**src/rtl/rvdbg_pkg.sv**
```systemverilog
// Shared definitions for the register-dump debug block.
// REG_DUMP_WRITE_EN adds the WRITE state used by the debug write path.
package rvdbg_pkg;

  localparam int unsigned NUM_REGS = 32;
  localparam int unsigned XLEN     = 32;
  localparam int unsigned REG_AW   = 5;

  localparam logic [REG_AW-1:0] LAST_IDX = REG_AW'(NUM_REGS - 1);

`ifdef REG_DUMP_WRITE_EN
  typedef enum logic [2:0] {
    ST_IDLE  = 3'd0,
    ST_READ  = 3'd1,
    ST_SEND  = 3'd2,
    ST_DONE  = 3'd3,
    ST_WRITE = 3'd4
  } state_e;
`else
  typedef enum logic [1:0] {
    ST_IDLE = 2'd0,
    ST_READ = 2'd1,
    ST_SEND = 2'd2,
    ST_DONE = 2'd3
  } state_e;
`endif

  // One dumped register: index plus the value read at that index.
  typedef struct packed {
    logic [REG_AW-1:0] idx;
    logic [XLEN-1:0]   data;
  } dump_word_t;

endpackage

```
**src/rtl/reg_dump_ctrl_if.sv**
```systemverilog
// Valid/ready stream carrying dumped register values and their indices.
interface reg_dump_ctrl_if;
  import rvdbg_pkg::*;

  logic              out_valid;
  logic              out_ready;
  logic [XLEN-1:0]   out_data;
  logic [REG_AW-1:0] out_idx;

  modport master (output out_valid, output out_data, output out_idx, input out_ready);
  modport slave  (input out_valid, input out_data, input out_idx, output out_ready);

endinterface

```
**src/rtl/reg_dump_ctrl.sv**
```systemverilog
// Register-file dump controller: walks x0..x31 and streams each value out.
// Optional debug write port into the register file under REG_DUMP_WRITE_EN.
module reg_dump_ctrl
  import rvdbg_pkg::*;
(
  input  logic              clk,
  input  logic              rst,
  input  logic              start,
  output logic              busy,
  output logic              done,
  reg_dump_ctrl_if.master   out_if,
  output logic [REG_AW-1:0] rf_A,
  input  logic [XLEN-1:0]   rf_RD
`ifdef REG_DUMP_WRITE_EN
  ,
  output logic [REG_AW-1:0] rf_A3,
  output logic [XLEN-1:0]   rf_WD3,
  output logic              rf_WE3,
  input  logic              wr_req,
  input  logic [REG_AW-1:0] wr_addr,
  input  logic [XLEN-1:0]   wr_data,
  output logic              wr_ack
`endif
);

  state_e            state_q, state_d;
  logic [REG_AW-1:0] idx_q, idx_d;
  dump_word_t        word_q, word_d;
  logic              valid_q;
  logic              accept;

  logic              busy_d;
  logic              done_d;
  logic              valid_d;
  logic [REG_AW-1:0] rf_a_d;
`ifdef REG_DUMP_WRITE_EN
  logic              we_d;
  logic [REG_AW-1:0] a3_d;
  logic [XLEN-1:0]   wd3_d;
  logic              ack_d;
`endif

  assign accept           = valid_q & out_if.out_ready;
  assign out_if.out_valid = valid_q;
  assign out_if.out_data  = word_q.data;
  assign out_if.out_idx   = word_q.idx;

  // State and index registers.
  always_ff @(posedge clk or negedge rst) begin
    if (!rst) begin
      state_q <= ST_IDLE;
      idx_q   <= '0;
    end else begin
      state_q <= state_d;
      idx_q   <= idx_d;
    end
  end

  // Next-state and index sequencing; a write request outranks start in IDLE.
  always_comb begin
    state_d = state_q;
    idx_d   = idx_q;
    unique case (state_q)
      ST_IDLE: begin
`ifdef REG_DUMP_WRITE_EN
        if (wr_req) begin
          state_d = ST_WRITE;
        end else if (start) begin
          state_d = ST_READ;
          idx_d   = '0;
        end
`else
        if (start) begin
          state_d = ST_READ;
          idx_d   = '0;
        end
`endif
      end
      ST_READ: state_d = ST_SEND;
      ST_SEND: begin
        if (accept) begin
          if (idx_q == LAST_IDX) begin
            state_d = ST_DONE;
          end else begin
            state_d = ST_READ;
            idx_d   = idx_q + REG_AW'(1);
          end
        end
      end
      ST_DONE: state_d = ST_IDLE;
`ifdef REG_DUMP_WRITE_EN
      ST_WRITE: state_d = ST_IDLE;
`endif
      default: state_d = ST_IDLE;
    endcase
  end

  // Output decode from the upcoming state so every output is registered.
  always_comb begin
    busy_d  = (state_d != ST_IDLE);
    done_d  = (state_d == ST_DONE);
    valid_d = (state_d == ST_SEND);
    rf_a_d  = (state_d == ST_READ) ? idx_d : '0;
    word_d  = word_q;
    if (state_q == ST_READ) begin
      word_d.idx  = idx_q;
      word_d.data = rf_RD;
    end
`ifdef REG_DUMP_WRITE_EN
    we_d  = (state_d == ST_WRITE);
    a3_d  = we_d ? wr_addr : '0;
    wd3_d = we_d ? wr_data : '0;
    ack_d = we_d;
`endif
  end

  // Output registers, all cleared by reset.
  always_ff @(posedge clk or negedge rst) begin
    if (!rst) begin
      busy    <= 1'b0;
      done    <= 1'b0;
      valid_q <= 1'b0;
      rf_A    <= '0;
      word_q  <= '0;
`ifdef REG_DUMP_WRITE_EN
      rf_WE3  <= 1'b0;
      rf_A3   <= '0;
      rf_WD3  <= '0;
      wr_ack  <= 1'b0;
`endif
    end else begin
      busy    <= busy_d;
      done    <= done_d;
      valid_q <= valid_d;
      rf_A    <= rf_a_d;
      word_q  <= word_d;
`ifdef REG_DUMP_WRITE_EN
      rf_WE3  <= we_d;
      rf_A3   <= a3_d;
      rf_WD3  <= wd3_d;
      wr_ack  <= ack_d;
`endif
    end
  end

endmodule
```
**src/flat_wrapper.sv**
```systemverilog
// flat-port wrapper written by rule: the top's interface ports become plain ports
module reg_dump_ctrl_flat import rvdbg_pkg::*;
  (clk, rst, start, busy, done, rf_A, rf_RD, out_if_out_valid, out_if_out_data, out_if_out_idx, out_if_out_ready);
  reg_dump_ctrl_if out_if_i ();
  input  logic clk;
  input  logic rst;
  input  logic start;
  output logic busy;
  output logic done;
  output logic [REG_AW-1:0] rf_A;
  input  logic [XLEN-1:0] rf_RD;
  output wire logic [$bits(out_if_i.out_valid)-1:0] out_if_out_valid;
  output wire logic [$bits(out_if_i.out_data)-1:0] out_if_out_data;
  output wire logic [$bits(out_if_i.out_idx)-1:0] out_if_out_idx;
  input wire logic [$bits(out_if_i.out_ready)-1:0] out_if_out_ready;
  assign out_if_out_valid = out_if_i.out_valid;
  assign out_if_out_data = out_if_i.out_data;
  assign out_if_out_idx = out_if_i.out_idx;
  assign out_if_i.out_ready = out_if_out_ready;
  reg_dump_ctrl u_core (.clk(clk), .rst(rst), .start(start), .busy(busy), .done(done), .out_if(out_if_i), .rf_A(rf_A), .rf_RD(rf_RD));
endmodule
```
**config.mk**
```make
export PLATFORM = sky130hd
export DESIGN_NAME = reg_dump_ctrl_flat
export DESIGN_NICKNAME = d
export VERILOG_FILES = /design/src/rtl/rvdbg_pkg.sv /design/src/rtl/reg_dump_ctrl_if.sv /design/src/rtl/reg_dump_ctrl.sv /design/src/flat_wrapper.sv
export SDC_FILE = /design/constraint.sdc
export NUM_CORES = 1
export LEC_CHECK = 0
export CELL_PAD_IN_SITES_DETAIL_PLACEMENT = 0
export CELL_PAD_IN_SITES_GLOBAL_PLACEMENT = 1
export CORE_UTILIZATION = 44
export CTS_BUF_LIST = sky130_fd_sc_hd__clkbuf_16
export CTS_CLUSTER_DIAMETER = 80
export DETAILED_ROUTE_END_ITERATION = 10
export DONT_BUFFER_PORTS = 1
export GPL_TIMING_DRIVEN = 1
export PLACE_DENSITY_LB_ADDON = 0.15
export SYNTH_ARGS = -nofsm -noshare
export SYNTH_HDL_FRONTEND = slang
export SYNTH_SLANG_ARGS = --single-unit
```
**constraint.sdc**
```tcl
create_clock -name clk -period 4.7 [get_ports clk]
set_clock_uncertainty 0.15 [all_clocks]
set_input_delay 1.41 -clock clk [delete_from_list [all_inputs] [get_ports clk]]
set_output_delay 1.41 -clock clk [all_outputs]
set_load 0.02 [all_outputs]
```
==> flow_summary.toml <==
[power_and_ir_drop]
ir_drop_v = 0.0003619
power_mw = 1.697
cellLeakagePower_nw = 1.032
combPwrFrac_pct = 20.3
clockPowerShare_pct = 23.6
power_density_nw_per_um2 = 755.6
seqPwrFrac_pct = 56.2
p_int_mw = 1.092
p_sw_share_pct = 35.65
p_sw_uw = 605.0

[logic_synthesis]
synthesis.area_um2 = 2068
synth_edf_count = 0
synth-seq-cells = 52
synth_cell_types = 27
post-synth-top-count-cell = "dfrtp_1"
synth_area_per_cell_um2 = 14.99
synth-seq-area-share_pct = 62.92
synth-main-ff-cell = "dfrtp_1"
async_flop_share_pct = 100.0
ys.warnings.count = 0
yosys-top-cells-area = "dfrtp_1, mux2_2, mux2_4, mux2i_1, buf_6"
syn_nets = 175
ys_top_cells_by_count = "dfrtp_1, mux2_2, mux2_4"
syn_inst = 138
yosysTopAreaCell = "dfrtp_1"
synth_top_area_share_pct = 62.92

[routing]
firstDrtPassIters = 7
ant_nets = 0
wl_per_cell_um = 17.75
drt_iter0_markers = 47
totalWireLength_mm = 3.372
routed_via_density = 5.726
drc = 18
via_count = 1088

[die]
coreArea_um2 = 4444
die_w_um = 70.56
die_height_um = 70.56
ios = 81
dieArea_um2 = 4979
initial_core_util_pct = 46.54
rows = 24

[critical_path]
worst_setup_path_end_kind = "output port"
crit_arrival_ns = 0.76
crit_fanout = 2
cp-start-kind = "flip-flop"
cp.required_ns = 3.14
critPathKind = "reg -> out"

[timing]
max-slew-margin-rel_pct = 63.48
drv_slew = 0
max_freq_ghz = 0.4314
worst_pin_slew_ns = 0.5475
min_period_ns = 2.318
fin_crit_sh_pct = 49.32
rsz0062_at_grt = "no"
tns_ns = 0
finalHoldViolations = 0
setup_violations = 0

[min_path]
hp-class = "reg -> reg"

[global_routing]
grt_pass1_vias = 1174
grt_max_degree = 53
overflow = 0
antenna_found_initial = 0
grt_pass1_wl_mm = 5.526
grt_use_total_pct = 14.46

[cells_and_area]
final_nets = 174
areaGrowthSynthToFinish_pct = 8.590
num_antenna_cells = 0
drive_gt1_share_pct = 33.33

[placement]
numPortBuffers = 0
dpl.hpwl_mm = 2.321
routabilityCongestion = 0.7936

[outcome]
status = "complete, but fails checks"
violations = "design-rule violations"

[clock_tree]
cts.hold.buffers_added = 0
cts.clk_slew.worst_paths_ns = 0.07
cts_resized = 0
cts_max_level = 2
clock_path_buffers = 2
clkLatencyLatePin_ns = 0.28
cts_tree = "done"
clockRootBuffer = "clkbuf_16"
numCtsBuffers = 5
postCtsSetupRepairBufs = 0
cts.sinks = 52

[flow_run]
max_cap_viol_count = 0
## registers in the layout, summed over array words and instances (netlist names)
signal	count
u_core.out_if.out_data	32
u_core.rf_A	5
u_core.out_if.out_idx	5
u_core.busy	1
u_core.state_q	2
u_core.done	1
u_core.out_if.out_valid	1
u_core.idx_q	5
## logic make-up after synthesis
| group | Yosys count | share of synthesized area (%) |
|---|---|---|
| AND/OR/NAND/NOR | 24 | 6.715 |
| multiplexers | 41 | 23.53 |
| flip-flops | 52 | 62.92 |
| buffers and inverters | 9 | 2.843 |
| XOR/XNOR | 1 | 0.4235 |
| adder cells (fa/ha/maj) | 1 | 0.6049 |
| AO/OA/AOI/OAI | 10 | 2.964 |
## layout make-up
cell class / instances / area, um^2
clock buffers: 5 / 125.1
clock inverters: 3 / 42.54
fillers: 390 / 2198
inverters: 1 / 3.754
multi-input cells: 77 / 708.2
flip-flops and latches: 52 / 1301
well taps: 52 / 65.06
## per-stage QoR
step                      hold WS, ns  util (%)  std cells  area [um^2]  setup WS (ns)
final                          0.4478     50.53        190         2246          2.382
after global routing           0.4857     50.53        190         2246          2.344
after CTS                      0.4522     50.53        190         2246          2.364
after detailed placement       0.4411     46.76        182         2078          2.313
after global placement         0.4309     46.76        182         2078          2.340
after floorplan                0.3739         -        138         2068          2.378
## power by group through the flow
stage,Combinational [mW],Sequential (mW),Clock (mW)
floorplan,0.339,0.918,0
global placement,0.332,0.958,0
detailed placement,0.354,0.960,0
CTS,0.352,0.955,0.413
global route,0.380,0.978,0.429
finish,0.344,0.953,0.400
## layout by cell type (no fill, tap or decap), drive strengths merged
cell type | netlist | final
dfrtp | 52 | 52
mux2 | 37 | 37
nand2 | 6 | 6
nor2 | 5 | 5
clkbuf | 3 | 5
nand4 | 4 | 4
mux2i | 4 | 4
a21oi | 3 | 3
o21ai | 3 | 3
and2 | 2 | 2
nand2b | 2 | 2
clkinv | 0 | 2
and4b | 1 | 1
or3b | 1 | 1
and3b | 1 | 1
a21boi | 1 | 1
a22o | 1 | 1
a31oi | 1 | 1
nand3b | 1 | 1
a311oi | 1 | 1
xnor2 | 1 | 1
inv | 1 | 1
nor3 | 1 | 1
ha | 1 | 1
bufinv | 0 | 1
## path summary, 6_finish.rpt
path,startpoint,to,slack [ns],cells past startpoint
setup / recovery,u_core.out_if.out_data[12]$_DFFE_PN0N_,out_if_out_data[12],2.38,0
hold / removal,u_core.idx_q[0]$_DFF_PN0_,u_core.rf_A[0]$_DFF_PN0_,0.45,1
setup reg to reg,u_core.idx_q[0]$_DFF_PN0_,u_core.idx_q[1]$_DFF_PN0_,2.99,4
hold reg to reg,u_core.idx_q[0]$_DFF_PN0_,u_core.rf_A[0]$_DFF_PN0_,0.45,1
max in group asynchronous,rst,u_core.idx_q[4]$_DFF_PN0_,3.64,0
min in group asynchronous,rst,u_core.out_if.out_data[23]$_DFFE_PN0N_,0.67,0
## metal layers
layer  vias up  track usage [%]  wire (um)
li1        485                -          -
met1       541            17.11       1375
met2        57            24.16       1669
met3         5            5.556        285
met4         0            5.333         42
met5         -                0          0
Power figures use the tool's default switching activity.
